==> config.mk <==
export PLATFORM = sky130hd
export DESIGN_NAME = window_close_scheduler
export DESIGN_NICKNAME = d
export VERILOG_FILES = /design/src/rtl/window_close_scheduler.sv
export SDC_FILE = /design/constraint.sdc
export NUM_CORES = 1
export LEC_CHECK = 0
export BUFFER_PORTS_ARGS = -buffer_cell sky130_fd_sc_hd__buf_4
export CAP_MARGIN = 40
export CORE_UTILIZATION = 38
export DETAILED_ROUTE_END_ITERATION = 10
export GPL_TIMING_DRIVEN = 1
export PLACE_DENSITY = 0.68
export SKIP_LAST_GASP = 1
export SYNTH_ARGS = -nofsm -noshare
export SYNTH_HDL_FRONTEND = slang
export SYNTH_SLANG_ARGS = --single-unit
==> constraint.sdc <==
create_clock -name clk -period 3.5 [get_ports clk]
set_input_delay 0.7 -clock clk [delete_from_list [all_inputs] [get_ports clk]]
set_output_delay 0.7 -clock clk [all_outputs]
set_load 0.1 [all_outputs]
==> src/rtl/window_close_scheduler.sv <==
// window_close_scheduler
// Sequencer for the shared window-actuator driver. Weather-alarm close requests
// are served round-robin, one motor at a time. Each drive is bounded by a
// timeout and followed by a motor-off dead time. Windows that time out are
// latched as faults and are skipped until a fault clear.
module window_close_scheduler #(
  parameter int          N_WIN         = 8,
  parameter logic [15:0] MOVE_TIMEOUT  = 16'd1000,
  parameter logic [7:0]  SETTLE_CYCLES = 8'd4,
  localparam int         IDX_W         = (N_WIN > 1) ? $clog2(N_WIN) : 1
) (
  input  logic             clk,
  input  logic             rst_n,
  input  logic [N_WIN-1:0] close_req,
  input  logic [N_WIN-1:0] window_open,
  input  logic             fault_clr,
  output logic [N_WIN-1:0] motor_en,
  output logic             busy,
  output logic [IDX_W-1:0] cur_idx,
  output logic             done,
  output logic [N_WIN-1:0] fault
);

  typedef enum logic [1:0] {
    ST_IDLE,
    ST_DRIVE,
    ST_SETTLE
  } state_t;

  state_t           state;
  state_t           state_nx;

  // One timer serves both the drive timeout and the settle dead time; it is
  // cleared on every state change so each phase starts counting from zero.
  logic [15:0]      timer;
  logic [15:0]      timer_nx;

  logic [IDX_W-1:0] last;
  logic [IDX_W-1:0] last_nx;
  logic [IDX_W-1:0] cur_idx_nx;
  logic [IDX_W-1:0] sel_idx;
  logic             sel_found;

  logic [N_WIN-1:0] pend;
  logic [N_WIN-1:0] motor_en_nx;
  logic [N_WIN-1:0] fault_set;
  logic [N_WIN-1:0] fault_nx;
  logic             done_nx;

  logic             hit_closed;
  logic             hit_abort;
  logic             hit_timeout;
  logic             settle_end;

  // Windows eligible for a drive: requested, still open, not faulted.
  assign pend = close_req & window_open & ~fault;

  // Drive exit conditions for the window currently granted; priority is
  // resolved where they are used (closed, then abort, then timeout).
  assign hit_closed  = ~window_open[cur_idx];
  assign hit_abort   = ~close_req[cur_idx];
  assign hit_timeout = (timer == MOVE_TIMEOUT - 16'd1);
  assign settle_end  = (timer == {8'd0, SETTLE_CYCLES - 8'd1});

  assign busy = (state != ST_IDLE);

  // Round-robin pick: first pending window after the last one granted.
  always_comb begin : rr_search
    logic [IDX_W-1:0] cand;
    // NOTE: every variable written in a combinational block gets a default
    // first, so no path leaves it holding a value and no latch is inferred.
    sel_found = 1'b0;
    sel_idx   = last;
    cand      = last;
    for (int i = 0; i < N_WIN; i++) begin
      cand = (cand == IDX_W'(N_WIN - 1)) ? '0 : cand + IDX_W'(1);
      if (!sel_found && pend[cand]) begin
        sel_found = 1'b1;
        sel_idx   = cand;
      end
    end
  end

  // State register.
  always_ff @(posedge clk) begin
    // NOTE: reset is synchronous -- it is only seen on a rising clock edge,
    // so it lives inside the clocked branch rather than the sensitivity list.
    if (!rst_n) begin
      state <= ST_IDLE;
    end else begin
      // NOTE: sequential state uses non-blocking assignment so all registers
      // update together from values sampled before the edge.
      state <= state_nx;
    end
  end

  // Next-state decision.
  always_comb begin
    state_nx = state;
    case (state)
      ST_IDLE: begin
        if (sel_found) begin
          state_nx = ST_DRIVE;
        end
      end
      ST_DRIVE: begin
        if (hit_closed || hit_abort || hit_timeout) begin
          state_nx = ST_SETTLE;
        end
      end
      ST_SETTLE: begin
        if (settle_end) begin
          state_nx = ST_IDLE;
        end
      end
      default: begin
        state_nx = ST_IDLE;
      end
    endcase
  end

  // Next values of the registered outputs, timer, grant index and pointer.
  always_comb begin
    motor_en_nx = '0;
    done_nx     = 1'b0;
    fault_set   = '0;
    timer_nx    = timer;
    cur_idx_nx  = cur_idx;
    last_nx     = last;
    case (state)
      ST_IDLE: begin
        if (sel_found) begin
          motor_en_nx[sel_idx] = 1'b1;
          cur_idx_nx           = sel_idx;
          last_nx              = sel_idx;
          timer_nx             = '0;
        end
      end
      ST_DRIVE: begin
        if (hit_closed) begin
          done_nx  = 1'b1;
          timer_nx = '0;
        end else if (hit_abort) begin
          timer_nx = '0;
        end else if (hit_timeout) begin
          fault_set[cur_idx] = 1'b1;
          timer_nx           = '0;
        end else begin
          motor_en_nx = motor_en;
          timer_nx    = timer + 16'd1;
        end
      end
      ST_SETTLE: begin
        timer_nx = settle_end ? '0 : timer + 16'd1;
      end
      default: begin
        timer_nx = '0;
      end
    endcase
    // A timeout in the same cycle as a clear keeps its fault bit.
    fault_nx = (fault & ~{N_WIN{fault_clr}}) | fault_set;
  end

  // Output and datapath registers.
  always_ff @(posedge clk) begin
    if (!rst_n) begin
      motor_en <= '0;
      done     <= 1'b0;
      fault    <= '0;
      timer    <= '0;
      cur_idx  <= '0;
      last     <= IDX_W'(N_WIN - 1);
    end else begin
      motor_en <= motor_en_nx;
      done     <= done_nx;
      fault    <= fault_nx;
      timer    <= timer_nx;
      cur_idx  <= cur_idx_nx;
      last     <= last_nx;
    end
  end

endmodule

==> results of run 1 <==
==> cell usage in the layout (no fill, tap or decap), drive strengths merged, types with 6 or more instances in the layout <==
master	count
ha	9
a21oi	18
xor2	11
clkbuf	7
nand2	32
o21ai	16
nand3	12
inv	10
dfxtp	41
or2	6
and3	9
mux4	8
buf	77
nand3b	10
nor3	14
nor2	44
xnor2	7
o22ai	13
==> cell families (layout without fill, tap and decap cells) <==
kind of cell	Yosys count	after routing
XOR/XNOR	19	19
multiplexers	13	13
flip-flops	41	41
AND/OR/NAND/NOR	160	160
adder cells (fa/ha/maj)	9	9
AO/OA/AOI/OAI	87	87
buffers and inverters	25	95
==> power by group through the flow <==
stage	clock [mW]	sequential [mW]	combinational (mW)
2_1_floorplan	0	0.736	2.18
3_3_place_gp	0	0.599	3.14
3_5_place_dp	0	0.601	3.17
4_1_cts	0.399	0.590	3.19
5_1_grt	0.416	0.602	3.69
6_report	0.389	0.592	3.38
==> registers in the layout (all words and copies together) (netlist names) <==
| signal | count |
|---|---|
| done | 1 |
| motor_en | 8 |
| last | 3 |
| fault | 8 |
| state | 2 |
| cur_idx | 3 |
| timer | 16 |
==> final cells by class <==
cell class                      count  area, um^2
Clock inverter                      1        30.0
Timing Repair Buffer               77         578
Inverter                           10        37.5
Sequential cell                    41         821
Tap cell                          102         128
Multi-Input combinational cell    288        2120
Clock buffer                        7        86.3
Fill cell                         742        3890
==> layer usage <==
layer / track usage [%] / wire length, um / vias up / part of all wire [%]
met2: 34.3 / 3840 / 41 / 50
met1: 24.0 / 3430 / 1344 / 45
met4: 6.61 / 198 / 0 / 2.6
met3: 2.61 / 188 / 18 / 2.5
li1: - / - / 1446 / -
met5: 0 / 0 / - / 0
==> path summary, 6_finish.rpt <==
check	slack [ns]	to	depth (start not counted)	from
min reg2reg	0.47	motor_en[4]$_SDFFE_PN0P_	2	motor_en[4]$_SDFFE_PN0P_
max reg2reg	0.16	motor_en[1]$_SDFFE_PN0P_	11	last[0]$_SDFFE_PN1P_
min	0.47	motor_en[4]$_SDFFE_PN0P_	2	motor_en[4]$_SDFFE_PN0P_
max	0.16	motor_en[1]$_SDFFE_PN0P_	11	last[0]$_SDFFE_PN1P_
==> worst register-to-register path, stage by stage (launching register included) <==
cell	delay [ns]
dfxtp_1	0.37
inv_1	0.11
ha_4	0.33
or3b_4	0.44
o22ai_2	0.22
or2_4	0.18
nor3_1	0.04
mux4_2	0.58
a31oi_4	0.21
a31oi_1	0.13
or2_1	0.33
o41ai_2	0.32
==> what timing repair did <==
action / 4_1_cts / 5_1_grt
resized for setup: 0 / 19
endpoints found under the hold margin: 0 / 0
setup endpoints to repair: 0 / 32
==> stage by stage <==
stage / std cells / TNS [ns] / worst slack [ns]
4_1_cts: 526 / 0 / 0.00308
3_3_place_gp: 518 / 0 / 0.107
2_1_floorplan: 354 / 0 / 0.103
5_1_grt: 526 / -0.0288 / -0.0163
3_5_place_dp: 518 / 0 / 0.0215
6_report: 526 / 0 / 0.163
==> Yosys cell counts, types with 2 or more instances <==
master    instances
and3_1            8
mux2_2            2
buf_4             2
clkbuf_1          3
xor2_1           11
nand2_1          32
a21o_1            2
or2_1             3
nor4b_1           2
nand4_1           5
nand3b_1         10
clkbuf_8          3
o31ai_1           2
o41ai_1           2
a21oi_1          18
buf_6             3
inv_1            10
and2_1            4
nor3b_1           3
a211oi_1          4
o21a_1            2
o22ai_1          10
a21boi_0          3
nor4_1            2
ha_1              9
o21ai_0          15
dfxtp_1          41
mux2i_1           3
or3_1             2
a22o_1            4
mux4_2            8
o21bai_2          2
nand3_1          12
or2_4             2
and4_1            3
a31oi_1           3
nor3_1           13
o22ai_2           2
o211ai_1          2
a32o_1            2
xnor2_1           6
o21bai_1          2
nor2_1           44
buf_2             3
==> impl_metrics.py, run 1 <==
metrics = {
    "outcome": {
        "outcome": "finished clean",
    },
    "logic_synthesis": {
        "synth_fa_ha_area_share_pct": 3.75,
        "seq_area_frac_synth_pct": 27.3,
        "yosys.area.top_type": "dfxtp_1",
        "synth-edff-count": 0,
        "synth_top_family_by_area": "simple AND/OR/NAND/NOR gates",
        "synth_top_area_share_pct": 27.3,
        "syn_avg_cell_area_um2": 8.48,
        "syn_area_mm2": 0.00300,
        "synth_compound_area_share_pct": 20.9,
        "synthMuxAreaShare_pct": 7.75,
        "ys_ff_latch": 41,
        "postSynth.asyncResetShare_pct": 0,
        "synth_xor_area_share_pct": 6.25,
        "synthFlopType": "dfxtp_1",
        "synth_cells": 354,
        "yosys_warnings": 0,
        "syn_nets": 382,
        "ys_top_cells_by_area": "dfxtp_1, mux4_2, nor2_1",
        "ys_types": 74,
        "synth-simple-area-share_pct": 28.8,
    },
    "power": {
        "netSwitchingPower_mw": 2.10,
        "p_seq_share_pct": 13.6,
        "max-vdd-ir-drop_mv": 0.597,
        "p_sw_share_pct": 48.1,
        "total_power_mw": 4.36,
        "intPower_mw": 2.26,
        "leakage_nw": 1.54,
        "clkPwrFrac_pct": 8.9,
        "powerDensity_mw_per_mm2": 1150,
        "power_frac_comb_pct": 77.5,
    },
    "placed_design": {
        "io_buffers": 39,
        "dp_hpwl_um": 6170,
        "gp_congestion": 0.871,
        "placed_area_mm2": 0.00359,
    },
    "clock_network": {
        "cts_root_buf": "clkbuf_8",
        "post_cts_buffers": 0,
        "worstSkewPairLatency_ns": 0.29,
        "cts_buffers": 5,
        "cts_sinks": 41,
        "cts_hold_buf": 0,
        "clkSlewWorstSetupHoldPaths_ns": 0.08,
        "clock_path_buffers": 2,
        "cts_tree": "done",
        "htreeDepth": 2,
    },
    "die": {
        "die_width_um": 90.9,
        "dieArea_mm2": 0.00826,
        "die_y_um": 90.9,
        "io_pins": 40,
        "core_mm2": 0.00769,
        "num_rows": 32,
        "start_util_pct": 39.0,
    },
    "global_routing": {
        "grt_remaining_overflow": 0,
        "grt_pass1_wl_um": 13000,
        "gr-usage-all-layers_pct": 19.4,
        "grt_pass1_vias": 2756,
        "grt_max_degree": 15,
        "antenna_found_initial": 0,
    },
    "sta": {
        "final.period_utilization_pct": 95.3,
        "slew_viol_final": 0,
        "fin_worst_skew_ns": 0.00841,
        "setup_viol": 0,
        "fmax_mhz": 300,
        "whs_ns": 0.467,
        "min_period_ns": 3.34,
        "hold_violations": 0,
        "slew_headroom_pct": 64.4,
        "rsz0062_at_grt": "true",
        "worst_slew_pin_slew_ns": 0.532,
    },
    "setup_path": {
        "critPathMaxFanout": 9,
        "crit_buf_inv": 1,
        "crit_required_ns": 3.71,
        "crit_chain": "inv_1, ha_4, or3b_4, o22ai_2, or2_4, nor3_1, mux4_2, a31oi_4, a31oi_1, or2_1, o41ai_2",
        "cp_slowest_cell": "mux4_2",
        "path_class": "flip-flop to flip-flop",
        "cpPeakStageDelay_ns": 0.58,
        "crit_arrival_ns": 3.54,
        "cp-start-kind": "flip-flop",
        "cp_top_family": "simple AND/OR/NAND/NOR gates",
        "worstSetupEndpointType": "flip-flop",
    },
    "drt": {
        "drt_first_pass_iters": 4,
        "drtIter0Drc": 136,
        "drt-total-wl_um": 7650,
        "vias": 2849,
        "drt-vias-per-instance": 5.42,
        "antenna_left": 0,
        "post_drt_wl_per_cell_um": 14.5,
        "route.detailed.drc": 0,
    },
    "cells_and_area": {
        "stdcell_area_mm2": 0.00380,
        "post-route-util_pct": 49.4,
        "nets": 451,
        "syn2layout_area_growth_pct": 26.6,
        "drive_gt1_share_pct": 30.4,
        "antennaDiodeCount": 0,
    },
    "run": {
        "drv_cap": 0,
    },
    "min_path": {
        "timing.hold.worst.class": "flip-flop to flip-flop",
    },
}
Note: power is estimated with default switching activity, not from simulation.
==> inputs of run 2 (changes only) <==
CELL_PAD_IN_SITES_DETAIL_PLACEMENT = 0   (was not set)
CELL_PAD_IN_SITES_GLOBAL_PLACEMENT = 2   (was not set)
CORE_UTILIZATION = 32   (was 38)
PLACE_DENSITY = 0.86   (was 0.68)
==> run 2 against run 1 <==
Non-clock buffer count shrank 12. Register-to-register slack is essentially flat. Routed wire length is 4.5% higher. Clock power decreased by 2%. Sequential share of layout area up 0.50 points. Setup slack worse by 0.014 ns. Critical path depth increased by 1. Clock-buffer cell count unchanged. Total power fell by 2.3%. Flip-flop and latch count unchanged. Hold slack better by 0.0017 ns. Largest cell class unchanged.
==> impl_metrics.py, run 2 (synthesized netlist as in run 1, its figures left out) <==
metrics = {
    "cells_and_area": {
        "final_common_cell": "buf_4",
        "layout_common_cells": "buf_4, nor2_1, dfxtp_1, nand2_1, a21oi_1",
        "nets": 439,
        "largest_reg_flops": 16,
        "drive_gt1_share_pct": 28.9,
        "antennaDiodeCount": 0,
        "layoutNonFillerInstCount": 520,
        "reg.largest.list": "timer (16), fault (8), motor_en (8)",
        "syn2layout_area_growth_pct": 23.9,
        "fill_cells": 899,
        "top_register": "timer",
    },
    "power": {
        "powerDensity_mw_per_mm2": 1150,
        "max-vdd-ir-drop_mv": 0.635,
        "leakage_nw": 1.49,
    },
    "min_path": {
        "timing.hold.worst.class": "flip-flop to flip-flop",
        "hold_end": "motor_en[4]$_SDFFE_PN0P_",
        "hold_path_depth": 2,
        "min_from": "motor_en[4]$_SDFFE_PN0P_",
    },
    "sta": {
        "slew_headroom_pct": 64.0,
        "worst_slew_pin_slew_ns": 0.539,
        "fmax_mhz": 298,
        "setup_viol": 0,
        "whs_ns": 0.469,
        "rsz0062_at_grt": "false",
        "fin_worst_skew_ns": 0.00959,
        "timing.final.ws_setup_ns": 0.150,
        "hold_violations": 0,
        "min_period_ns": 3.35,
        "slew_viol_final": 0,
        "final.period_utilization_pct": 95.7,
    },
    "die": {
        "die_width_um": 98.9,
        "die_y_um": 98.9,
        "num_rows": 34,
        "io_pins": 40,
        "core_mm2": 0.00889,
        "start_util_pct": 33.8,
        "dieArea_mm2": 0.00977,
    },
    "clock_network": {
        "cts_buffers": 5,
        "cts_tree": "done",
        "htreeDepth": 2,
        "cts_sinks": 41,
        "clock_path_buffers": 2,
        "cts_hold_buf": 0,
        "clkSlewWorstSetupHoldPaths_ns": 0.07,
        "worstSkewPairLatency_ns": 0.29,
        "cts_root_buf": "clkbuf_8",
    },
    "placed_design": {
        "io_buffers": 39,
        "dp_hpwl_um": 6440,
        "dp.cells": 510,
        "gp_congestion": 0.851,
        "post-place-ws_ns": -0.0381,
    },
    "setup_path": {
        "crit_buf_inv": 2,
        "cp-start-kind": "flip-flop",
        "cp_top_family": "compound AO/OA/AOI/OAI gates",
        "crit_required_ns": 3.68,
        "crit_arrival_ns": 3.53,
        "crit_chain": "inv_1, ha_4, or3b_4, o22ai_4, or2_4, nor3_1, mux4_2, buf_12, and4_2, o22a_1, a21boi_0, a32o_1",
        "worstSetupEndpointType": "flip-flop",
        "critPathMaxFanout": 9,
        "cp_slowest_cell": "mux4_2",
        "r2r_setup_slack_ns": 0.15,
        "rr_endpoint": "motor_en[6]$_SDFFE_PN0P_",
        "path_class": "flip-flop to flip-flop",
        "r2r_cells": 12,
        "reg2reg_from": "last[1]$_SDFFE_PN1P_",
        "cpPeakStageDelay_ns": 0.58,
    },
    "drt": {
        "post_drt_wl_per_cell_um": 15.4,
        "antenna_left": 0,
        "vias": 2841,
        "route.detailed.drc": 0,
        "drt-total-wl_um": 8000,
        "drt-vias-per-instance": 5.46,
        "drt_first_pass_iters": 4,
        "drtIter0Drc": 102,
    },
    "global_routing": {
        "grt_remaining_overflow": 0,
        "antenna_found_initial": 0,
        "gr-usage-all-layers_pct": 17.0,
        "met3_usage_pct": 3.12,
        "grt_pass1_vias": 2778,
        "grt_pass1_wl_um": 13400,
        "use_met2_pct": 28.9,
        "grt_max_degree": 16,
        "met1_usage_pct": 21.8,
        "top_usage_layer": "met2",
    },
    "run": {
        "drv_cap": 0,
    },
    "outcome": {
        "outcome": "finished clean",
    },
}
run 2: worst reg2reg max path, stage by stage (launching register included):
cell and delay (ns):
dfxtp_1 0.37, inv_1 0.10, ha_4 0.32, or3b_4 0.44, o22ai_4 0.17, or2_4 0.18
nor3_1 0.05, mux4_2 0.58, buf_12 0.18, and4_2 0.17, o22a_1 0.22, a21boi_0 0.17
a32o_1 0.29
run 2: how the worst max path moves through the flow:
stage | startpoint | end | slack [ns] | cells after the start
global route | last[0]$_SDFFE_PN1P_ | motor_en[1]$_SDFFE_PN0P_ | 0.003 | 11
floorplan | last[0]$_SDFFE_PN1P_ | motor_en[1]$_SDFFE_PN0P_ | 0.10 | 15
CTS | last[0]$_SDFFE_PN1P_ | motor_en[5]$_SDFFE_PN0P_ | 0.03 | 11
finish | last[1]$_SDFFE_PN1P_ | motor_en[6]$_SDFFE_PN0P_ | 0.15 | 12
global placement | last[0]$_SDFFE_PN1P_ | motor_en[5]$_SDFFE_PN0P_ | 0.06 | 11
detailed placement | last[0]$_SDFFE_PN1P_ | motor_en[5]$_SDFFE_PN0P_ | -0.04 | 11
run 2: what timing repair did:
| action | 4_1_cts | 5_1_grt |
|---|---|---|
| setup buffers | 0 | 2 |
| gates cloned | 0 | 0 |
| resized for setup | 2 | 16 |
| pin swaps | 0 | 3 |
| setup endpoints to repair | 3 | 25 |
run 2: through the flow:
stage	total power, mW	cell area, um^2	util, %	TNS (ns)
6_report	4.26	3720	41.8	0
5_1_grt	4.62	3720	41.8	0
4_1_cts	4.03	3620	40.7	0
3_5_place_dp	3.59	3490	39.2	-0.0630
3_3_place_gp	3.58	3490	39.2	0
2_1_floorplan	2.91	3000	-	0
run 2: final cells by class:
class / count / area, um^2 / share of cell area [%]
multi-input cells: 288 / 2110 / 56.7
repair buffers: 65 / 500 / 13.5
inverters: 10 / 37.5 / 1.01
flip-flops and latches: 41 / 822 / 22.1
clock buffers: 7 / 86.3 / 2.32
clock inverters: 1 / 30.0 / 0.808
well taps: 108 / 135 / 3.63
run 2: per-layer routing:
metal / share of wire, % / up-vias
met2: 49 / 64
met5: 0 / -
li1: - / 1423
met3: 3.7 / 13
met1: 45 / 1341
met4: 2.1 / 0
run 2: report_power, final:
part | switching [mW] | internal, mW
registers | 0.0695 | 0.530
clock network | 0.151 | 0.232
logic | 1.84 | 1.43
==> inputs of run 3 (changes only) <==
BUFFER_PORTS_ARGS = not set   (was -buffer_cell sky130_fd_sc_hd__buf_4)
CORE_UTILIZATION = 35   (was 32)
DONT_BUFFER_PORTS = 1   (was not set)
GPL_ROUTABILITY_DRIVEN = 0   (was not set)
PLACE_DENSITY = 0.85   (was 0.86)
==> run 3 against run 2 <==
Total power grew 5.1%. Critical path depth unchanged. Sequential power up 1%. Critical path type unchanged. Largest cell class unchanged. Register-to-register slack worse by 0.02 ns.
==> impl_metrics.py, run 3 (synthesized netlist as in run 1, its figures left out) <==
metrics = {
    "clock_network": {
        "cts_tree": "done",
        "cts_buffers": 5,
        "cts_sinks": 41,
        "clkSlewWorstSetupHoldPaths_ns": 0.08,
        "worstSkewPairLatency_ns": 0.29,
        "clock_path_buffers": 2,
        "cts_root_buf": "clkbuf_8",
        "htreeDepth": 2,
    },
    "sta": {
        "final.period_utilization_pct": 96.2,
        "tns_ns": 0,
        "min_period_ns": 3.37,
        "slew_headroom_pct": 64.9,
        "setup_viol": 0,
        "fmax_mhz": 297,
        "slew_viol_final": 0,
        "hold_violations": 0,
        "fin_worst_skew_ns": 0.00583,
        "worst_slew_pin_slew_ns": 0.526,
    },
    "setup_path": {
        "crit_arrival_ns": 3.55,
        "crit_buf_inv": 2,
        "cpPeakStageDelay_ns": 0.58,
        "crit_chain": "inv_1, ha_4, or3b_4, o22ai_4, or2_4, nor3_1, mux4_2, buf_4, and4_2, o22a_1, a21boi_0, a32o_1",
        "cp_top_family": "compound AO/OA/AOI/OAI gates",
        "path_class": "flip-flop to flip-flop",
        "critPathMaxFanout": 9,
        "cp-start-kind": "flip-flop",
        "cp_slowest_cell": "mux4_2",
        "crit_required_ns": 3.69,
        "worstSetupEndpointType": "flip-flop",
    },
    "die": {
        "num_rows": 33,
        "die_y_um": 94.6,
        "core_mm2": 0.00826,
        "die_width_um": 94.6,
        "start_util_pct": 36.3,
        "io_pins": 40,
        "dieArea_mm2": 0.00895,
    },
    "global_routing": {
        "grt_max_degree": 15,
        "grt_pass1_wl_um": 13500,
        "grt_pass1_vias": 2802,
        "antenna_found_initial": 0,
        "grt_remaining_overflow": 0,
        "gr-usage-all-layers_pct": 19.4,
    },
    "cells_and_area": {
        "antennaDiodeCount": 0,
        "fill_cells": 834,
        "reg.largest.list": "timer (16), fault (8), motor_en (8)",
        "syn2layout_area_growth_pct": 25.2,
        "drive_gt1_share_pct": 27.1,
        "final_common_cell": "buf_4",
        "multi_input_area_mm2": 0.00209,
        "nets": 436,
        "layout_common_cells": "buf_4, nor2_1, dfxtp_1, nand2_1, a21oi_1",
        "seqCellArea_um2": 821,
        "top_register": "timer",
        "largest_reg_flops": 16,
    },
    "outcome": {
        "outcome": "finished clean",
    },
    "drt": {
        "antenna_left": 0,
        "drt-total-wl_um": 8100,
        "route.detailed.drc": 0,
        "drt-vias-per-instance": 5.52,
        "post_drt_wl_per_cell_um": 15.8,
        "drt_first_pass_iters": 4,
        "drtIter0Drc": 127,
        "vias": 2839,
    },
    "run": {
        "drv_cap": 0,
    },
    "power": {
        "leakage_nw": 1.49,
        "total_power_mw": 4.48,
        "max-vdd-ir-drop_mv": 0.505,
        "powerDensity_mw_per_mm2": 1190,
    },
    "placed_design": {
        "dp_hpwl_um": 6500,
        "io_buffers": 0,
    },
    "min_path": {
        "timing.hold.worst.class": "primary input to flip-flop",
    },
}
run 3: power breakdown:
group | switching, mW | total (mW) | internal, mW
clock | 0.162 | 0.394 | 0.233
sequential | 0.0769 | 0.606 | 0.529
combinational | 1.90 | 3.48 | 1.58
total | 2.14 | 4.48 | 2.34
run 3: path summary, 6_finish.rpt:
kind / from / end / slack, ns / cells past startpoint
worst max register to register: last[1]$_SDFFE_PN1P_ / motor_en[6]$_SDFFE_PN0P_ / 0.13 / 12
worst min-delay path: rst_n / last[1]$_SDFFE_PN1P_ / 0.48 / 1
worst min register to register: motor_en[5]$_SDFFE_PN0P_ / motor_en[5]$_SDFFE_PN0P_ / 0.48 / 2
worst max-delay path: last[1]$_SDFFE_PN1P_ / motor_en[6]$_SDFFE_PN0P_ / 0.13 / 12
run 3: worst register-to-register path, cell delays in order, from the launching register on:
cell and delay [ns]:
dfxtp_1 0.39, inv_1 0.10, ha_4 0.33, or3b_4 0.44, o22ai_4 0.17, or2_4 0.17, nor3_1 0.05, mux4_2 0.58
buf_4 0.19, and4_2 0.17, o22a_1 0.22, a21boi_0 0.17, a32o_1 0.28
run 3: timing repair:
action | in CTS | in global routing
cloned | 0 | 0
pin swaps | 0 | 0
gates resized for setup | 1 | 12
setup buffers | 0 | 1
setup endpoints to repair | 1 | 30
hold buffers | 0 | 0
run 3: final cells by class:
class	count	share of cell area, %
clock inverter	1	0.799
clock buffer	7	2.30
sequential	41	21.8
multi-input combinational	288	55.5
tap	105	3.50
inverter	10	0.999
timing repair buffer	62	15.1
run 3: through the flow:
step	worst slack (ns)	instance area (um^2)	hold WS [ns]	instances	util (%)
finish	0.133	3760	0.484	514	45.5
global route	-0.000589	3760	0.471	514	45.5
CTS	0.00209	3690	0.474	513	44.7
detailed placement	0.0140	3570	0.471	505	43.2
global placement	0.0260	3400	0.504	495	41.1
floorplan	0.103	3000	0.465	354	-
run 3: layer usage:
metal / track usage [%] / vias up / part of all wire [%]
li1: - / 1417 / -
met1: 24.4 / 1362 / 46
met2: 32.0 / 48 / 49
met3: 3.62 / 12 / 3.3
met4: 8.96 / 0 / 1.8
met5: 0 / - / 0
